[src/rtl/sd_write_photo_pkg.sv]
// Shared BMP/SD definitions for the photo save and load paths.
// Holds the file-format constants, the sector FSM states and the RGB565 to RGB888 expansion.
package sd_write_photo_pkg;

  localparam int unsigned BMP_HEAD_NUM = 54;
  localparam int unsigned SD_SEC_WORDS = 256;
  localparam int unsigned HDR_WORDS    = BMP_HEAD_NUM / 2;

  localparam logic [7:0] BMP_MAGIC_B = 8'h42;
  localparam logic [7:0] BMP_MAGIC_M = 8'h4D;

  typedef enum logic [2:0] {
    S_IDLE,
    S_PREFETCH,
    S_START,
    S_WAIT,
    S_DONE
  } state_t;

  typedef struct packed {
    logic [7:0] r;
    logic [7:0] g;
    logic [7:0] b;
  } rgb888_t;

  // Replicating the top bits into the low bits maps full-scale 565 values to 0xFF.
  function automatic rgb888_t rgb565_to_888(input logic [15:0] p);
    rgb888_t c;
    c.r = {p[15:11], p[15:13]};
    c.g = {p[10:5], p[10:9]};
    c.b = {p[4:0], p[4:2]};
    return c;
  endfunction

endpackage

[src/rtl/sd_write_photo_if.sv]
// SDRAM read-port and SD sector-writer signals seen by the screenshot path.
// master = the screenshot block, slave = the SDRAM FIFO / SD writer side.
interface sd_write_photo_if;
  logic        sdram_rd_rst;
  logic        sdram_rd_en;
  logic [15:0] sdram_rd_data;
  logic        wr_start_en;
  logic [31:0] wr_sec_addr;
  logic        wr_busy;
  logic        wr_req;
  logic [15:0] wr_data;

  modport master (
    output sdram_rd_rst, sdram_rd_en, wr_start_en, wr_sec_addr, wr_data,
    input  sdram_rd_data, wr_busy, wr_req
  );

  modport slave (
    input  sdram_rd_rst, sdram_rd_en, wr_start_en, wr_sec_addr, wr_data,
    output sdram_rd_data, wr_busy, wr_req
  );
endinterface

[src/rtl/sd_write_photo_bmp_header_rom.sv]
// Combinational 54-byte BMP header, returned as 27 big-endian-packed 16-bit words.
// Multi-byte header fields are little-endian inside the byte stream.
module bmp_header_rom
  import sd_write_photo_pkg::*;
#(
  parameter int unsigned IMG_W      = 640,
  parameter int unsigned IMG_H      = 480,
  parameter int unsigned FILE_BYTES = 921654
) (
  input  logic [4:0]  idx,
  output logic [15:0] word
);

  localparam logic [31:0] FB  = 32'(FILE_BYTES);
  localparam logic [31:0] W   = 32'(IMG_W);
  localparam logic [31:0] H   = 32'(IMG_H);
  localparam logic [31:0] IMG = 32'(3 * IMG_W * IMG_H);
  localparam logic [31:0] OFF = 32'(BMP_HEAD_NUM);
  localparam logic [31:0] DIB = 32'd40;

  function automatic logic [7:0] le_byte(input logic [31:0] v, input logic [1:0] n);
    return v[{n, 3'b000} +: 8];
  endfunction

  // Every 4-byte field starts on a byte index that is 2 mod 4, so one offset rule serves all.
  function automatic logic [7:0] hdr_byte(input logic [5:0] b);
    logic [7:0] r;
    logic [1:0] off;
    r   = 8'h00;
    off = b[1:0] - 2'd2;
    case (b) inside
      6'd0:          r = BMP_MAGIC_B;
      6'd1:          r = BMP_MAGIC_M;
      [6'd2:6'd5]:   r = le_byte(FB, off);
      [6'd10:6'd13]: r = le_byte(OFF, off);
      [6'd14:6'd17]: r = le_byte(DIB, off);
      [6'd18:6'd21]: r = le_byte(W, off);
      [6'd22:6'd25]: r = le_byte(H, off);
      6'd26:         r = 8'd1;
      6'd28:         r = 8'd24;
      [6'd34:6'd37]: r = le_byte(IMG, off);
      default:       r = 8'h00;
    endcase
    return r;
  endfunction

  always_comb begin
    word = {hdr_byte({idx, 1'b0}), hdr_byte({idx, 1'b1})};
  end

endmodule

[src/rtl/sd_write_photo.sv]
// Screenshot path: streams one RGB565 frame from SDRAM out as a 24-bpp BMP file
// into consecutive SD sectors starting at SECTION_ADDR, zero-padding the last sector.
module sd_write_photo
  import sd_write_photo_pkg::*;
#(
  parameter logic [31:0] SECTION_ADDR = 32'd69760,
  parameter int unsigned IMG_W        = 640,
  parameter int unsigned IMG_H        = 480
) (
  input  logic             clk,
  input  logic             rst_n,
  input  logic             capture_start,
  output logic             capture_busy,
  output logic             capture_done,
  sd_write_photo_if.master bus
);

  localparam int unsigned PIX_NUM     = IMG_W * IMG_H;
  localparam int unsigned FILE_BYTES  = BMP_HEAD_NUM + 3 * PIX_NUM;
  localparam int unsigned SEC_NUM     = (FILE_BYTES + 511) / 512;
  localparam int unsigned PIX_WORDS   = 3 * PIX_NUM / 2;
  localparam int unsigned TOTAL_WORDS = SEC_NUM * SD_SEC_WORDS;
  localparam int          WC_W        = $clog2(TOTAL_WORDS) + 1;

  state_t state, state_nxt;

  logic            busy_d0, busy_d1, busy_fall;
  logic            start_acc, req_ok, burst_go, refill_go, is_pix;
  logic            rd_more, pf_issued, cap_vld, cap_slot;
  logic [31:0]     rd_total;
  logic [15:0]     pix0, pix1;
  rgb888_t         c0, c1;
  logic [WC_W-1:0] word_cnt;
  logic [1:0]      ph;
  logic [15:0]     sec_cnt;
  logic [15:0]     hdr_word, word_nxt;

  bmp_header_rom #(
    .IMG_W      (IMG_W),
    .IMG_H      (IMG_H),
    .FILE_BYTES (FILE_BYTES)
  ) u_hdr (
    .idx  (word_cnt[4:0]),
    .word (hdr_word)
  );

  assign busy_fall    = busy_d1 & ~busy_d0;
  assign start_acc    = (state == S_IDLE) && capture_start;
  assign req_ok       = (state == S_WAIT) && bus.wr_req;
  assign refill_go    = req_ok && is_pix && (ph == 2'd2) && (rd_total != PIX_NUM);
  assign capture_busy = (state != S_IDLE);
  assign capture_done = (state == S_DONE);
  assign c0           = rgb565_to_888(pix0);
  assign c1           = rgb565_to_888(pix1);

  always_ff @(posedge clk or negedge rst_n) begin
    if (!rst_n) begin
      busy_d0 <= 1'b0;
      busy_d1 <= 1'b0;
    end else begin
      busy_d0 <= bus.wr_busy;
      busy_d1 <= busy_d0;
    end
  end

  always_ff @(posedge clk or negedge rst_n) begin
    if (!rst_n) state <= S_IDLE;
    else        state <= state_nxt;
  end

  always_comb begin
    state_nxt = state;
    burst_go  = 1'b0;
    case (state)
      S_IDLE: begin
        if (capture_start) state_nxt = S_PREFETCH;
      end
      S_PREFETCH: begin
        burst_go = !pf_issued;
        if (cap_vld && cap_slot) state_nxt = S_START;
      end
      S_START: state_nxt = S_WAIT;
      S_WAIT: begin
        burst_go = refill_go;
        if (busy_fall) state_nxt = (sec_cnt == 16'(SEC_NUM - 1)) ? S_DONE : S_START;
      end
      S_DONE:  state_nxt = S_IDLE;
      default: state_nxt = S_IDLE;
    endcase
  end

  // A burst is always two back-to-back reads; data lands one cycle later into pix0 then pix1.
  always_ff @(posedge clk or negedge rst_n) begin
    if (!rst_n) begin
      bus.sdram_rd_rst <= 1'b0;
      bus.sdram_rd_en  <= 1'b0;
      rd_more          <= 1'b0;
      rd_total         <= '0;
      pf_issued        <= 1'b0;
      cap_vld          <= 1'b0;
      cap_slot         <= 1'b0;
      pix0             <= '0;
      pix1             <= '0;
    end else begin
      bus.sdram_rd_rst <= start_acc;
      cap_vld          <= bus.sdram_rd_en;
      if (start_acc) begin
        bus.sdram_rd_en <= 1'b0;
        rd_more         <= 1'b0;
        rd_total        <= '0;
        pf_issued       <= 1'b0;
      end else if (burst_go) begin
        bus.sdram_rd_en <= 1'b1;
        rd_more         <= 1'b1;
        rd_total        <= rd_total + 32'd2;
        pf_issued       <= 1'b1;
      end else if (rd_more) begin
        bus.sdram_rd_en <= 1'b1;
        rd_more         <= 1'b0;
      end else begin
        bus.sdram_rd_en <= 1'b0;
      end
      if (start_acc) begin
        cap_slot <= 1'b0;
      end else if (cap_vld) begin
        if (cap_slot) pix1 <= bus.sdram_rd_data;
        else          pix0 <= bus.sdram_rd_data;
        cap_slot <= ~cap_slot;
      end
    end
  end

  // Three 16-bit words carry one pixel pair as B0 G0 | R0 B1 | G1 R1.
  always_comb begin
    word_nxt = 16'h0000;
    is_pix   = 1'b0;
    if (word_cnt < WC_W'(HDR_WORDS)) begin
      word_nxt = hdr_word;
    end else if (word_cnt < WC_W'(HDR_WORDS + PIX_WORDS)) begin
      is_pix = 1'b1;
      case (ph)
        2'd0:    word_nxt = {c0.b, c0.g};
        2'd1:    word_nxt = {c0.r, c1.b};
        default: word_nxt = {c1.g, c1.r};
      endcase
    end
  end

  always_ff @(posedge clk or negedge rst_n) begin
    if (!rst_n) begin
      word_cnt        <= '0;
      ph              <= 2'd0;
      sec_cnt         <= '0;
      bus.wr_data     <= '0;
      bus.wr_start_en <= 1'b0;
      bus.wr_sec_addr <= '0;
    end else begin
      bus.wr_start_en <= (state == S_START);
      if (state == S_START) bus.wr_sec_addr <= SECTION_ADDR + 32'(sec_cnt);
      if (start_acc) begin
        word_cnt <= '0;
        ph       <= 2'd0;
        sec_cnt  <= '0;
      end else begin
        if (req_ok) begin
          bus.wr_data <= word_nxt;
          if (word_cnt != WC_W'(TOTAL_WORDS)) word_cnt <= word_cnt + 1'b1;
          if (is_pix) ph <= (ph == 2'd2) ? 2'd0 : ph + 2'd1;
        end
        if ((state == S_WAIT) && busy_fall) sec_cnt <= sec_cnt + 16'd1;
      end
    end
  end

endmodule

[src/flat_wrapper.sv]
// flat-port wrapper written by rule: the top's interface ports become plain ports
module sd_write_photo_flat import sd_write_photo_pkg::*;
#(
  parameter logic [31:0] SECTION_ADDR = 32'd69760,
  parameter int unsigned IMG_W        = 640,
  parameter int unsigned IMG_H        = 480
)
  (clk, rst_n, capture_start, capture_busy, capture_done, bus_sdram_rd_rst, bus_sdram_rd_en, bus_wr_start_en, bus_wr_sec_addr, bus_wr_data, bus_sdram_rd_data, bus_wr_busy, bus_wr_req);
  sd_write_photo_if bus_i ();
  input  logic clk;
  input  logic rst_n;
  input  logic capture_start;
  output logic capture_busy;
  output logic capture_done;
  output wire logic [$bits(bus_i.sdram_rd_rst)-1:0] bus_sdram_rd_rst;
  output wire logic [$bits(bus_i.sdram_rd_en)-1:0] bus_sdram_rd_en;
  output wire logic [$bits(bus_i.wr_start_en)-1:0] bus_wr_start_en;
  output wire logic [$bits(bus_i.wr_sec_addr)-1:0] bus_wr_sec_addr;
  output wire logic [$bits(bus_i.wr_data)-1:0] bus_wr_data;
  input wire logic [$bits(bus_i.sdram_rd_data)-1:0] bus_sdram_rd_data;
  input wire logic [$bits(bus_i.wr_busy)-1:0] bus_wr_busy;
  input wire logic [$bits(bus_i.wr_req)-1:0] bus_wr_req;
  assign bus_sdram_rd_rst = bus_i.sdram_rd_rst;
  assign bus_sdram_rd_en = bus_i.sdram_rd_en;
  assign bus_wr_start_en = bus_i.wr_start_en;
  assign bus_wr_sec_addr = bus_i.wr_sec_addr;
  assign bus_wr_data = bus_i.wr_data;
  assign bus_i.sdram_rd_data = bus_sdram_rd_data;
  assign bus_i.wr_busy = bus_wr_busy;
  assign bus_i.wr_req = bus_wr_req;
  sd_write_photo #(.SECTION_ADDR(SECTION_ADDR), .IMG_W(IMG_W), .IMG_H(IMG_H)) u_core (.clk(clk), .rst_n(rst_n), .capture_start(capture_start), .capture_busy(capture_busy), .capture_done(capture_done), .bus(bus_i));
endmodule
[config.mk]
export PLATFORM = sky130hd
export DESIGN_NAME = sd_write_photo_flat
export DESIGN_NICKNAME = d
export VERILOG_FILES = /design/src/rtl/sd_write_photo_pkg.sv /design/src/rtl/sd_write_photo_if.sv /design/src/rtl/sd_write_photo_bmp_header_rom.sv /design/src/rtl/sd_write_photo.sv /design/src/flat_wrapper.sv
export SDC_FILE = /design/constraint.sdc
export NUM_CORES = 1
export LEC_CHECK = 0
export BUFFER_PORTS_ARGS = -buffer_cell sky130_fd_sc_hd__buf_2
export CORE_MARGIN = 5
export CORE_UTILIZATION = 61
export CTS_BUF_LIST = sky130_fd_sc_hd__clkbuf_2 sky130_fd_sc_hd__clkbuf_4 sky130_fd_sc_hd__clkbuf_8
export CTS_CLUSTER_SIZE = 8
export DETAILED_ROUTE_END_ITERATION = 7
export MAX_ROUTING_LAYER = met4
export PLACE_DENSITY_LB_ADDON = 0.2
export SLEW_MARGIN = 10
export SYNTH_ARGS = -nofsm -noshare
export SYNTH_HDL_FRONTEND = slang
export SYNTH_SLANG_ARGS = --single-unit
[constraint.sdc]
create_clock -name clk -period 3.4 [get_ports clk]
set_input_delay 0.68 -clock clk [delete_from_list [all_inputs] [get_ports clk]]
set_output_delay 0.68 -clock clk [all_outputs]
set_load 0.05 [all_outputs]
**Word-level counts from Yosys, hierarchy flattened**

Cells that the tools add are included.

- Register bits: 162
- Output and inout bits: 53
- Logic and storage cells: 164

- $add $sub $neg: 7
- $lt $le $gt $ge: 26
- Equal/unequal tests: 14
- Shifts and indexed selects: 12
- Mux-type cells: 47
- Bitwise logic cells: 4
- Reduce and logical (&&, ||, !) cells: 36

Operator list:

| kind | number |
|---|---|
| 32-bit by 6-bit variable part select with 8-bit output (first input constant) | 12 |
| 8-bit two-way mux | 16 |
| 16-bit two-way mux | 4 |
| 32-bit two-way mux | 2 |
| 20-bit two-way mux | 3 |
| 6-bit by 5-bit <= comparator with 1-bit output (second input constant) | 6 |
| 32-bit by 2-bit adder with 32-bit output (second input constant) | 1 |
| 32-bit by 19-bit inequality test with 1-bit output (second input constant) | 1 |
| 16-bit one-hot mux with 2 select lines | 1 |
| 6-bit by 4-bit >= comparator with 1-bit output (second input constant) | 4 |
| 6-bit by 5-bit >= comparator with 1-bit output (second input constant) | 4 |
| 20-bit by 1-bit adder with 20-bit output (second input constant) | 1 |
| 20-bit by 19-bit < comparator with 1-bit output (second input constant) | 1 |
| 20-bit by 5-bit < comparator with 1-bit output (second input constant) | 1 |
| 20-bit by 19-bit inequality test with 1-bit output (second input constant) | 1 |
| 1-bit logical AND | 19 |
| 17-bit by 16-bit adder with 18-bit output (first input constant) | 1 |
| 16-bit by 1-bit adder with 16-bit output (second input constant) | 1 |
| 16-bit by 11-bit equality test with 1-bit output (second input constant) | 1 |
| 6-bit by 2-bit >= comparator with 1-bit output (second input constant) | 2 |
| 6-bit >= comparator (second input constant) | 2 |
| 6-bit by 3-bit <= comparator with 1-bit output (second input constant) | 2 |
| 6-bit by 4-bit <= comparator with 1-bit output (second input constant) | 2 |
| 6-bit <= comparator (second input constant) | 2 |
| other kinds (25) | 56 |

**Logic depth before layout (Yosys ltp)**

Gate-level depths: netlist of the first run.

- Depth after elaboration: 12
- Mapped depth: 9
- Depth with buffers taken out: 8

**Cells and area by module**

A second synthesis of the first run with hierarchy kept.

- Cells, all modules: 807
- Area total of the unflattened synthesis: 7587.3 µm²

By module, submodules not included:

| module | times used | cells each | area an instance (µm²) |
|---|---|---|---|
| sd_write_photo | 1 | 769 | 7342.0 |
| bmp_header_rom | 1 | 38 | 245.2 |

**Worst setup path after synthesis of the first run**

Ideal clock, no wire load.

- Kind: register to register
- From: reg u_core.word_cnt[10]
- To: reg u_core.rd_total[2]
- Arrival: 2.497 ns
- Path slack: 0.783 ns
- Stages on the path, launching flop included: 7
- Path buffers: 0
- Period minus slack after synthesis: 2.617 ns
- Cells stage by stage: dfrtp_1 > or4_1 > or3_4 > o21a_1 > nor3_1 > nor2_1 > a31o_2

- Longest elaborated chain between the ends: 8

Ends and longest elaborated chain:

| item | RTL line | text |
|---|---|---|
| start: declaration | sd_write_photo.sv:33 | `logic [WC_W-1:0] word_cnt;` |
| start signal: assignment | sd_write_photo.sv:167 | `if (word_cnt != WC_W'(TOTAL_WORDS)) word_cnt <= word_cnt + 1'b1;` |
| 20-bit by 19-bit < comparator with 1-bit output | sd_write_photo.sv:139 | `end else if (word_cnt < WC_W'(HDR_WORDS + PIX_WORDS)) begin` |
| 1-bit two-way mux | sd_write_photo.sv:139 |  |
| 1-bit two-way mux * | sd_write_photo.sv:137 | `if (word_cnt < WC_W'(HDR_WORDS)) begin` |
| 1-bit logical AND * (3 in a row) | sd_write_photo.sv:50 | `assign refill_go = req_ok && is_pix && (ph == 2'd2) && (rd_total != PIX_NUM);` |
| 1-bit one-hot mux with 2 select lines * | sd_write_photo.sv:74 | `case (state)` |
| 2-bit nonzero test (no line) * | -- |  |
| end signal: assignment | sd_write_photo.sv:115 | `rd_total <= rd_total + 32'd2;` |
| end: declaration | sd_write_photo.sv:30 | `logic [31:0] rd_total;` |

Mark *: on every way between the ends. The rest lies on a longest branch, timed or not.
A chain may end at the register's enable or synchronous reset.

**Worst setup path in the final report of the first run**

- From: reg u_core.word_cnt[10]
- To: reg u_core.rd_total[22]

Same word-level chain as after synthesis.

==> impl_metrics.json, run 1 <==
{
  "status": "finished clean",
  "drive_above_1_share": 0.1859,
  "power_w": 0.006778,
  "cts_htree_levels": 4,
  "finClkSkew_ns": 0.009606,
  "rows": 40,
  "cpLargestDelayFamily": "simple AND/OR/NAND/NOR gates",
  "start_kind": "flop",
  "worst_pin_slew_ns": 0.8154,
  "drc": 0,
  "fin_crit_sh": 0.8810,
  "syn_inst": 758,
  "dp_hpwl_mm": 11.11,
  "synthArstFlopShare": 1.000,
  "end_kind": "flop",
  "syn_area_sq_um": 7423,
  "ys_seq_elements": 147,
  "die-area_sq_um": 14480,
  "io_buffers": 59,
  "crit_type": "reg2reg",
  "synth_ff_type": "dfrtp_1",
  "dr.pass1.iters": 5,
  "fill_cells": 892,
  "finalNetCount": 839,
  "ys_seq_area_frac": 0.4955,
  "drt_iter0_markers": 585,
  "drv_slew": 0,
  "avgSynthCellArea_sq_um": 9.793,
  "rsz0062_at_grt": "false",
  "hold_viol": 0,
  "finalSetupViolCount": 0,
  "crit_buf_inv": 0,
  "pin_count": 74,
  "core_area_sq_um": 11960,
  "clk_latency_ns": 0.47,
  "crit_arrival_ns": 3.38,
  "vdd_drop_max_uv": 546.5,
  "slowest_stage": "or4_1",
  "postCtsSetupBuffers": 0,
  "die_h_microns": 120.3,
  "grt.overflow.total": 0,
  "finalWirelength_mm": 16.19,
  "multi_input_area_sq_um": 3480,
  "cts_tree": "yes",
  "crit_top_cell": "or4_1",
  "routed_via_density": 6.041,
  "synth_edf_count": 0,
  "grt_max_degree": 60,
  "clkTransAtPathRegs_ns": 0.09,
  "place.gp.congestion": 0.8672,
  "clk_path_buf_depth": 2,
  "fin_crit_ns": 2.995,
  "synth_cell_types": 64,
  "timing.max_cap.violations": 0,
  "ant_nets": 0,
  "slew_headroom": 0.4522,
  "grtUsageTotal": 0.2402,
  "dieWidth_microns": 120.3,
  "setup_tns_ns": 0,
  "vias": 5860,
  "yosys_warnings": 0,
  "cp_max_fo": 24,
  "area_growth_pct": 11.58,
  "antenna_found_initial": 0,
  "p_leak_nw": 3.698,
  "p_per_area_nw_per_um2": 818.3,
  "critical_path_required_ns": 3.78,
  "root_buffer": "clkbuf_8",
  "postCtsHoldBufs": 0,
  "cts.sinks": 147,
  "diodes": 0,
  "crit_path_cell_trace": "or4_1, or3_4, o21a_1, o31a_1, or4_1, a21oi_1",
  "start_util": 0.6206,
  "grt_pass1_wl_mm": 27.24,
  "wl_per_cell_microns": 16.69,
  "cts_made_buffers": 17,
  "max_freq_mhz": 333.8,
  "cpPeakStageDelay_ns": 0.57,
  "grt_pass1_vias": 5569,
  "worst_hold_path_type": "in2async",
  "cts_resized": 0,
  "seq_area_sq_um": 3679
}
==> through the flow <==
stage,util,setup slack (ns),hold WS [ns],instance area [sq um],instances
3_3_place_gp,0.6536,0.4593,0.4175,7818,938
6_report,0.6925,0.4046,0.1575,8283,970
4_1_cts,0.6925,0.4143,0.1683,8283,970
2_1_floorplan,-,0.7830,0.3468,7472,771
3_5_place_dp,0.6536,0.4303,0.4190,7818,938
5_1_grt,0.6925,0.2474,0.1887,8283,970
==> report_power, final <==
group / leakage [nW] / switching [W] / total, W / internal, W
Clock: 0.235 / 0.000674 / 0.00159 / 0.000913
Sequential: 1.89 / 0.000531 / 0.00282 / 0.00229
Combinational: 1.57 / 0.00152 / 0.00237 / 0.000845
Total: 3.70 / 0.00273 / 0.00678 / 0.00405
==> cell usage in the layout (no fill, tap or decap), types with 5 or more instances in the layout <==
cell type,count
a21oi_1,41
a31oi_1,7
and2_1,5
and3_1,11
and4_1,6
buf_2,58
buf_4,12
bufinv_16,5
clkbuf_8,18
conb_1,14
dfrtp_1,147
ha_1,8
inv_1,15
mux2_2,34
mux2i_1,15
nand2_1,87
nand3_1,27
nand4_1,18
nor2_1,64
nor2b_1,6
nor3_1,11
nor3b_1,5
nor4_1,12
o21ai_0,49
o22a_1,5
o31ai_1,10
or3_1,21
or4_1,10
xnor2_1,14
xor2_1,21
==> cell type report <==
class	count	share of cell area
clock buffer	20	0.03172
clock inverter	12	0.02447
inverter	17	0.007704
multi-input combinational	555	0.4201
sequential	147	0.4441
tap	147	0.02221
timing repair buffer	72	0.04970
==> registers in the layout (all words and copies together) (netlist names) <==
name,flops
u_core.rd_total,31
u_core.word_cnt,20
u_core.bus.wr_sec_addr,18
u_core.bus.wr_data,16
u_core.pix0,16
u_core.pix1,16
u_core.sec_cnt,16
u_core.state,3
u_core.ph,2
u_core.bus.sdram_rd_en,1
u_core.bus.sdram_rd_rst,1
u_core.bus.wr_start_en,1
u_core.busy_d0,1
u_core.busy_d1,1
u_core.cap_slot,1
u_core.cap_vld,1
u_core.pf_issued,1
u_core.rd_more,1
==> worst paths after layout <==
path,from,end,slack (ns),cells past startpoint
min in group clk,bus_wr_busy,u_core.busy_d0,0.32,1
hold / removal,rst_n,u_core.bus.wr_sec_addr[13],0.16,1
max in group asynchronous,rst_n,u_core.bus.wr_data[12],2.38,2
setup / recovery,u_core.word_cnt[10],u_core.rd_total[22],0.40,6
hold reg to reg,u_core.bus.sdram_rd_en,u_core.cap_vld,0.45,0
setup reg to reg,u_core.word_cnt[10],u_core.rd_total[22],0.40,6
==> cell usage after synthesis, drive strengths merged (15+ instances only) <==
cell type    n  area [sq um]
inv         15         56.30
buf         21         137.6
xor2        21         183.9
nand3       27         135.1
clkbuf      31         117.6
or3         22         142.6
mux2i       15         150.1
dfrtp      147          3679
nand2       87         326.6
mux2        34         382.9
o21ai       52         260.3
a21oi       41         205.2
nand4       18         112.6
nor2        64         240.2
==> cell families (layout without fill, tap and decap cells) <==
logic type | count (synthesis) | in the layout | synth area share
flops | 147 | 147 | 0.4955
fa+ha+maj | 8 | 8 | 0.01348
compound gates | 142 | 142 | 0.1180
simple gates | 307 | 307 | 0.2164
other cells | 1 | 14 | 0.0005052
mux | 49 | 49 | 0.07180
buf+inv | 69 | 121 | 0.04298
xor+xnor | 35 | 35 | 0.04130
==> routing by layer <==
layer | global-route usage | up-vias | part of all wire
met4 | 0.07082 | 0 | 0.014
met2 | 0.3649 | 159 | 0.47
met1 | 0.3294 | 2889 | 0.47
met5 | - | - | 0
met3 | 0.05192 | 19 | 0.044
li1 | - | 2793 | -
Note: power is estimated with default switching activity, not from simulation.
==> run 2, diff against run 1 <==
--- a/config.mk
+++ b/config.mk
@@ -5,9 +5,9 @@
 export SDC_FILE = /design/constraint.sdc
 export NUM_CORES = 1
 export LEC_CHECK = 0
+export ABC_AREA = 1
 export BUFFER_PORTS_ARGS = -buffer_cell sky130_fd_sc_hd__buf_2
-export CORE_MARGIN = 5
-export CORE_UTILIZATION = 61
+export CORE_UTILIZATION = 62
 export CTS_BUF_LIST = sky130_fd_sc_hd__clkbuf_2 sky130_fd_sc_hd__clkbuf_4 sky130_fd_sc_hd__clkbuf_8
 export CTS_CLUSTER_SIZE = 8
 export DETAILED_ROUTE_END_ITERATION = 7
==> run 2 against run 1 <==
  * Die area decreased by 2.1%
  * Sequential share of layout area decreased by 4.7 points
  * Global-route usage increased by 6.2 points
  * Critical path type unchanged
  * Count of clock-buffer cells in the layout increased by 1
  * Total power increased by 10%
==> impl_metrics.json, run 2 <==
{
  "crit_top_cell": "inv_1",
  "hold_viol": 0,
  "finalNetCount": 1217,
  "r2r_slack_ns": 0.84,
  "drive_above_1_share": 0.09992,
  "antenna_found_initial": 0,
  "synth_top_area_cell": "dfrtp_1",
  "netlist_top_cells_area": "dfrtp_1 (43%), nand2_1 (13%), nor2_1 (5.4%)",
  "fin_crit_ns": 2.562,
  "post_dp_cell_area_sq_um": 8836,
  "fill_cells": 1140,
  "largest_reg_flops": 31,
  "vias": 7633,
  "cts_htree_levels": 4,
  "cts.sinks": 147,
  "setup_tns_ns": 0,
  "worst_pin_slew_ns": 0.8196,
  "p_per_area_nw_per_um2": 808.5,
  "p_switching_w": 0.003461,
  "pin_count": 74,
  "end_kind": "flop",
  "die_h_microns": 119.1,
  "grt_pass1_vias": 6980,
  "crit_type": "reg2reg",
  "status": "finished clean",
  "syn_inst": 1144,
  "synth_cell_types": 40,
  "most-common-layout-cells": "nand2_1 (294), dfrtp_1 (147), nor2_1 (123)",
  "synth_edf_count": 0,
  "yosys-top-cells-count": "nand2_1 (294), dfrtp_1 (147), nor2_1 (123)",
  "yosys_warnings": 0,
  "synth_ff_type": "dfrtp_1",
  "drc": 0,
  "seqPwrFrac": 0.375,
  "design_area_sq_um": 9260,
  "finClkSkew_ns": 0.01363,
  "intPower_w": 0.004027,
  "area_growth_pct": 8.966,
  "p_sw_frac": 0.4622,
  "cts_made_buffers": 17,
  "ant_nets": 0,
  "synthArstFlopShare": 1.000,
  "grtUsageTotal": 0.3018,
  "slew_headroom": 0.4530,
  "drt_iter0_markers": 911,
  "grt_max_degree": 86,
  "cts_tree": "yes",
  "syn_area_sq_um": 8498,
  "grt_pass1_wl_mm": 33.20,
  "postCtsHoldBufs": 0,
  "timing.max_cap.violations": 0,
  "top_register": "u_core.rd_total",
  "die-area_sq_um": 14180,
  "fin_crit_sh": 0.7535,
  "rows": 42,
  "vdd_drop_max_uv": 528.5,
  "dp_hpwl_mm": 13.92,
  "p_leak_nw": 4.558,
  "grt.overflow.total": 0,
  "core_area_sq_um": 13300,
  "place.gp.congestion": 0.9798,
  "slowest_stage": "inv_2",
  "io_buffers": 59,
  "clkTransAtPathRegs_ns": 0.08,
  "max_freq_mhz": 390.4,
  "dr.pass1.iters": 5,
  "power_frac_clock": 0.197,
  "start_util": 0.6392,
  "postCtsSetupBuffers": 0,
  "synth.top_cell.area_share": 0.4329,
  "wl_per_cell_microns": 14.35,
  "rsz0062_at_grt": "false",
  "routed_via_density": 5.543,
  "ys_seq_area_frac": 0.4329,
  "finalWirelength_mm": 19.76,
  "start_kind": "flop",
  "clk_latency_ns": 0.46,
  "top_regs": "u_core.rd_total x31, u_core.word_cnt x20, u_core.bus.wr_sec_addr x18",
  "root_buffer": "clkbuf_8",
  "fin_worst_hold_slack_ns": 0.2557,
  "cp_max_fo": 18,
  "cpPeakStageDelay_ns": 0.43,
  "dieWidth_microns": 119.1,
  "avgSynthCellArea_sq_um": 7.428,
  "crit_path_cell_trace": "inv_1, nand3_2, inv_1, nand2_1, inv_2, nand2_2, nand2_2, inv_1, nand2_1, o31ai_1",
  "crit_arrival_ns": 2.90,
  "cts_resized": 0,
  "worst_hold_path_type": "in2async",
  "finalSetupViolCount": 0,
  "diodes": 0,
  "final_common_cell": "nand2_1",
  "drv_slew": 0,
  "clk_path_buf_depth": 2,
  "critical_path_required_ns": 3.74,
  "synthMostInstantiatedCell": "nand2_1",
  "ys_seq_elements": 147,
  "p_comb_frac": 0.428
}
[run 2: routing by layer]
metal  wire [microns]  vias up  GRT usage
met4              262        0    0.09177
met3             1028       20    0.04693
met2             9293      241     0.4626
met1             9173     3584     0.4150
li1                 -     3788          -
met5                0        -          -
[run 2: power by group through the flow]
stage          Sequential (W)  Clock [W]  Combinational, W
3_3_place_gp          0.00281          0           0.00310
2_1_floorplan         0.00312          0           0.00212
3_5_place_dp          0.00282          0           0.00317
6_report              0.00281    0.00148           0.00320
5_1_grt               0.00287    0.00156           0.00358
4_1_cts               0.00279    0.00149           0.00320
[run 2: cells by family (layout without fill, tap and decap cells)]
family / Yosys count / after routing / share of synthesized area
AO/OA/AOI/OAI: 129 / 129 / 0.08422
XOR/XNOR: 41 / 41 / 0.04226
adder cells (fa/ha/maj): 8 / 8 / 0.01178
buffers and inverters: 181 / 225 / 0.09055
flip-flops: 147 / 147 / 0.4329
other: 1 / 14 / 0.0004413
AND/OR/NAND/NOR: 637 / 637 / 0.3379
[run 2: path summary, 6_finish.rpt]
kind,startpoint,endpoint,depth (start not counted)
worst max register to register,u_core.state[2],u_core.word_cnt[11],10
worst max-delay path,u_core.state[2],u_core.word_cnt[11],10
min in group clk,bus_wr_busy,u_core.busy_d0,1
worst min-delay path,rst_n,u_core.bus.wr_sec_addr[9],1
worst min register to register,u_core.bus.sdram_rd_en,u_core.cap_vld,0
max in group asynchronous,rst_n,u_core.pix0[8],2
[run 2: area by class of cell]
cell class | instances | area, sq um | share of cell area
Tap cell | 176 | 220.2 | 0.02378
Clock buffer | 21 | 276.5 | 0.02986
Timing Repair Buffer | 68 | 369.1 | 0.03986
Clock inverter | 11 | 147.6 | 0.01594
Inverter | 125 | 469.2 | 0.05067
Sequential cell | 147 | 3679 | 0.3972
Multi-Input combinational cell | 829 | 4099 | 0.4426
[run 2: worst max-delay path: cells and delay by family (launching register included)]
family | cells | cell delay (ns)
DFF | 1 | 0.39
buffers and inverters | 4 | 0.89
AOI/OAI and AO/OA | 1 | 0.06
and+or+nand+nor | 5 | 1.10
[run 2: stage by stage]
step / setup slack, ns / std cells / power [W] / utilization
3_3_place_gp: 0.9453 / 1345 / 0.005903 / 0.6646
2_1_floorplan: 1.219 / 1157 / 0.005243 / -
4_1_cts: 0.8483 / 1377 / 0.007472 / 0.6965
3_5_place_dp: 0.8756 / 1345 / 0.005989 / 0.6646
6_report: 0.8382 / 1377 / 0.007487 / 0.6965
5_1_grt: 0.5772 / 1377 / 0.008012 / 0.6965
==> run 3, diff against run 2 <==
--- a/config.mk
+++ b/config.mk
@@ -5,9 +5,9 @@
 export SDC_FILE = /design/constraint.sdc
 export NUM_CORES = 1
 export LEC_CHECK = 0
-export ABC_AREA = 1
+export ABC_AREA = 0
 export BUFFER_PORTS_ARGS = -buffer_cell sky130_fd_sc_hd__buf_2
-export CORE_UTILIZATION = 62
+export CORE_UTILIZATION = 61
 export CTS_BUF_LIST = sky130_fd_sc_hd__clkbuf_2 sky130_fd_sc_hd__clkbuf_4 sky130_fd_sc_hd__clkbuf_8
 export CTS_CLUSTER_SIZE = 8
 export DETAILED_ROUTE_END_ITERATION = 7
==> constraint.sdc (replaced) <==
create_clock -name clk -period 2.36 [get_ports clk]
set_input_delay 0.472 -clock clk [delete_from_list [all_inputs] [get_ports clk]]
set_output_delay 0.472 -clock clk [all_outputs]
set_load 0.05 [all_outputs]
==> run 3 against run 2 <==
  * The flow now finishes with violations (DRC, setup timing)
  * Wire length down 5.5%
  * Count of clock-buffer cells in the layout down 3
  * Non-clock buffer count rose by 49
  * Core utilization increased by 7.8 points
  * Combinational power up 24%
  * Final cell count is 27% lower
  * Setup slack got worse by 1.2 ns
  * Clock skew up 0.0012 ns
  * First-iteration DRC count decreased by 35%
  * Critical endpoint is now u_core.rd_total[28]
  * Via count is 17% lower
==> impl_metrics.json, run 3 (synthesized netlist as in run 1, its figures left out) <==
{
  "cpLargestDelayFamily": "simple AND/OR/NAND/NOR gates",
  "fin_crit_sh": 1.141,
  "end_kind": "flop",
  "area_growth_pct": 21.20,
  "place.gp.congestion": 0.8553,
  "grt_max_degree": 55,
  "slew_headroom": 0.4445,
  "crit_path_cell_trace": "or4_4, or3_4, o21a_4, o31a_4, or4b_4, a21oi_2",
  "slowest_stage": "or4_4",
  "top_usage_layer": "met2",
  "seq_area_sq_um": 3679,
  "worst_pin_slew_ns": 0.8333,
  "clk_latency_ns": 0.47,
  "most-common-layout-cells": "dfrtp_1 (147), nand2_1 (86), nor2_1 (62)",
  "grtUsageTotal": 0.3182,
  "io_buffers": 59,
  "status": "complete, but fails checks",
  "clkTransAtPathRegs_ns": 0.09,
  "drt_iter0_markers": 591,
  "worst_hold_path_type": "in2reg",
  "cpPeakStageDelay_ns": 0.54,
  "final_common_cell": "dfrtp_1",
  "vdd_drop_max_uv": 927.7,
  "cts_htree_levels": 4,
  "dp_hpwl_mm": 12.19,
  "crit_buf_inv": 0,
  "finalSetupViolCount": 50,
  "hold_viol": 0,
  "fin_util": 0.7747,
  "cts_tree": "yes",
  "finalNetCount": 885,
  "grt_pass1_wl_mm": 30.57,
  "start_util": 0.6392,
  "top_register": "u_core.rd_total",
  "antenna_found_initial": 0,
  "timing.max_cap.violations": 0,
  "fin_worst_hold_slack_ns": 0.1150,
  "top_regs": "u_core.rd_total x31, u_core.word_cnt x20, u_core.bus.wr_sec_addr x18",
  "grt_use_met1": 0.3881,
  "grt.overflow.total": 0,
  "largest_reg_flops": 31,
  "dieWidth_microns": 112.3,
  "wl_per_cell_microns": 18.44,
  "cts.sinks": 147,
  "die_h_microns": 112.3,
  "diodes": 0,
  "routed_via_density": 6.228,
  "dr.pass1.iters": 8,
  "cts_made_buffers": 17,
  "clk_path_buf_depth": 2,
  "root_buffer": "clkbuf_8",
  "violations": "DRC, setup timing",
  "rsz0062_at_grt": "true",
  "drc": 4,
  "finClkSkew_ns": 0.01480,
  "power_w": 0.01019,
  "rows": 39,
  "cp_max_fo": 6,
  "fin_crit_ns": 2.693,
  "crit_type": "reg2reg",
  "core_area_sq_um": 11610,
  "multi_input_area_sq_um": 3816,
  "finalWorstSetupSlack_ns": -0.3329,
  "max_freq_mhz": 371.4,
  "critical_path_required_ns": 2.76,
  "start_kind": "flop",
  "ant_nets": 0,
  "grt_pass1_vias": 6321,
  "crit_arrival_ns": 3.09,
  "p_per_area_nw_per_um2": 1133,
  "vias": 6303,
  "die-area_sq_um": 12610,
  "use_met3": 0.07235,
  "finalWirelength_mm": 18.66,
  "p_leak_nw": 3.969,
  "gr-usage-met2": 0.5251,
  "pin_count": 74,
  "place_ws_ns": -0.3576,
  "drv_slew": 0,
  "drive_above_1_share": 0.2900,
  "fill_cells": 753
}
-- run 3: cell count changes in the layout (fill, tap and decap cells not counted), moves of 26 or more --
cell / before / now
nand2_1: 294 / 86
inv_1: 120 / 15
nor2_1: 123 / 62
nand3_1: 81 / 24
o21ai_0: 79 / 38
buf_4: 9 / 45
nand4_1: 53 / 18
mux2_2: 0 / 33
nor3_1: 38 / 7
nand3b_1: 27 / 1
-- run 3: path summary, 6_finish.rpt --
kind                                         start                   to  slack (ns)  cells past startpoint
worst max register to register  u_core.word_cnt[9]  u_core.rd_total[28]       -0.33                      6
max in group asynchronous                    rst_n   u_core.word_cnt[6]        1.18                      3
worst min-delay path                   bus_wr_busy       u_core.busy_d0        0.12                      1
min in group asynchronous                    rst_n  u_core.rd_total[19]        0.53                      2
worst max-delay path            u_core.word_cnt[9]  u_core.rd_total[28]       -0.33                      6
worst min register to register      u_core.busy_d0       u_core.busy_d1        0.39                      0
-- run 3: repair_timing --
item / in CTS / in global routing
resized for setup: 38 / 25
hold buffers: 1 / 0
gates cloned: 1 / 1
setup buffers: 9 / 1
endpoints found under the hold margin: 52 / 0
pin swaps: 11 / 8
endpoints found under the setup margin: 49 / 52
-- run 3: layer usage --
| metal | vias to the layer above | part of all wire |
|---|---|---|
| li1 | 2873 | - |
| met1 | 3143 | 0.41 |
| met2 | 243 | 0.51 |
| met3 | 44 | 0.055 |
| met4 | 0 | 0.021 |
| met5 | - | 0 |
-- run 3: worst reg2reg max path, cell delays in order, from the launching register on --
cell	delay (ns)
dfrtp_1	0.40
or4_4	0.54
or3_4	0.43
o21a_4	0.23
o31a_4	0.38
or4b_4	0.50
a21oi_2	0.14
-- run 3: through the flow --
step	cells	area [sq um]	setup TNS, ns
finish	1012	8997	-11.47
global route	1012	8997	-14.92
CTS	1010	8882	-9.495
detailed placement	967	8177	-8.892
global placement	967	8177	-6.150
floorplan	771	7577	-3.852
-- run 3: area by class of cell --
cell class	instances	area share
Inverter	17	0.007092
Sequential cell	147	0.4088
Multi-Input combinational cell	556	0.4241
Clock inverter	14	0.02211
Tap cell	143	0.01989
Timing Repair Buffer	117	0.09039
Clock buffer	18	0.02753
-- run 3: power by group --
| part | leakage (nW) | internal, W | total, W | switching, W |
|---|---|---|---|---|
| clock network | 0.213 | 0.00119 | 0.00221 | 0.00102 |
| registers | 1.89 | 0.00330 | 0.00400 | 0.000698 |
| logic | 1.86 | 0.00144 | 0.00398 | 0.00254 |
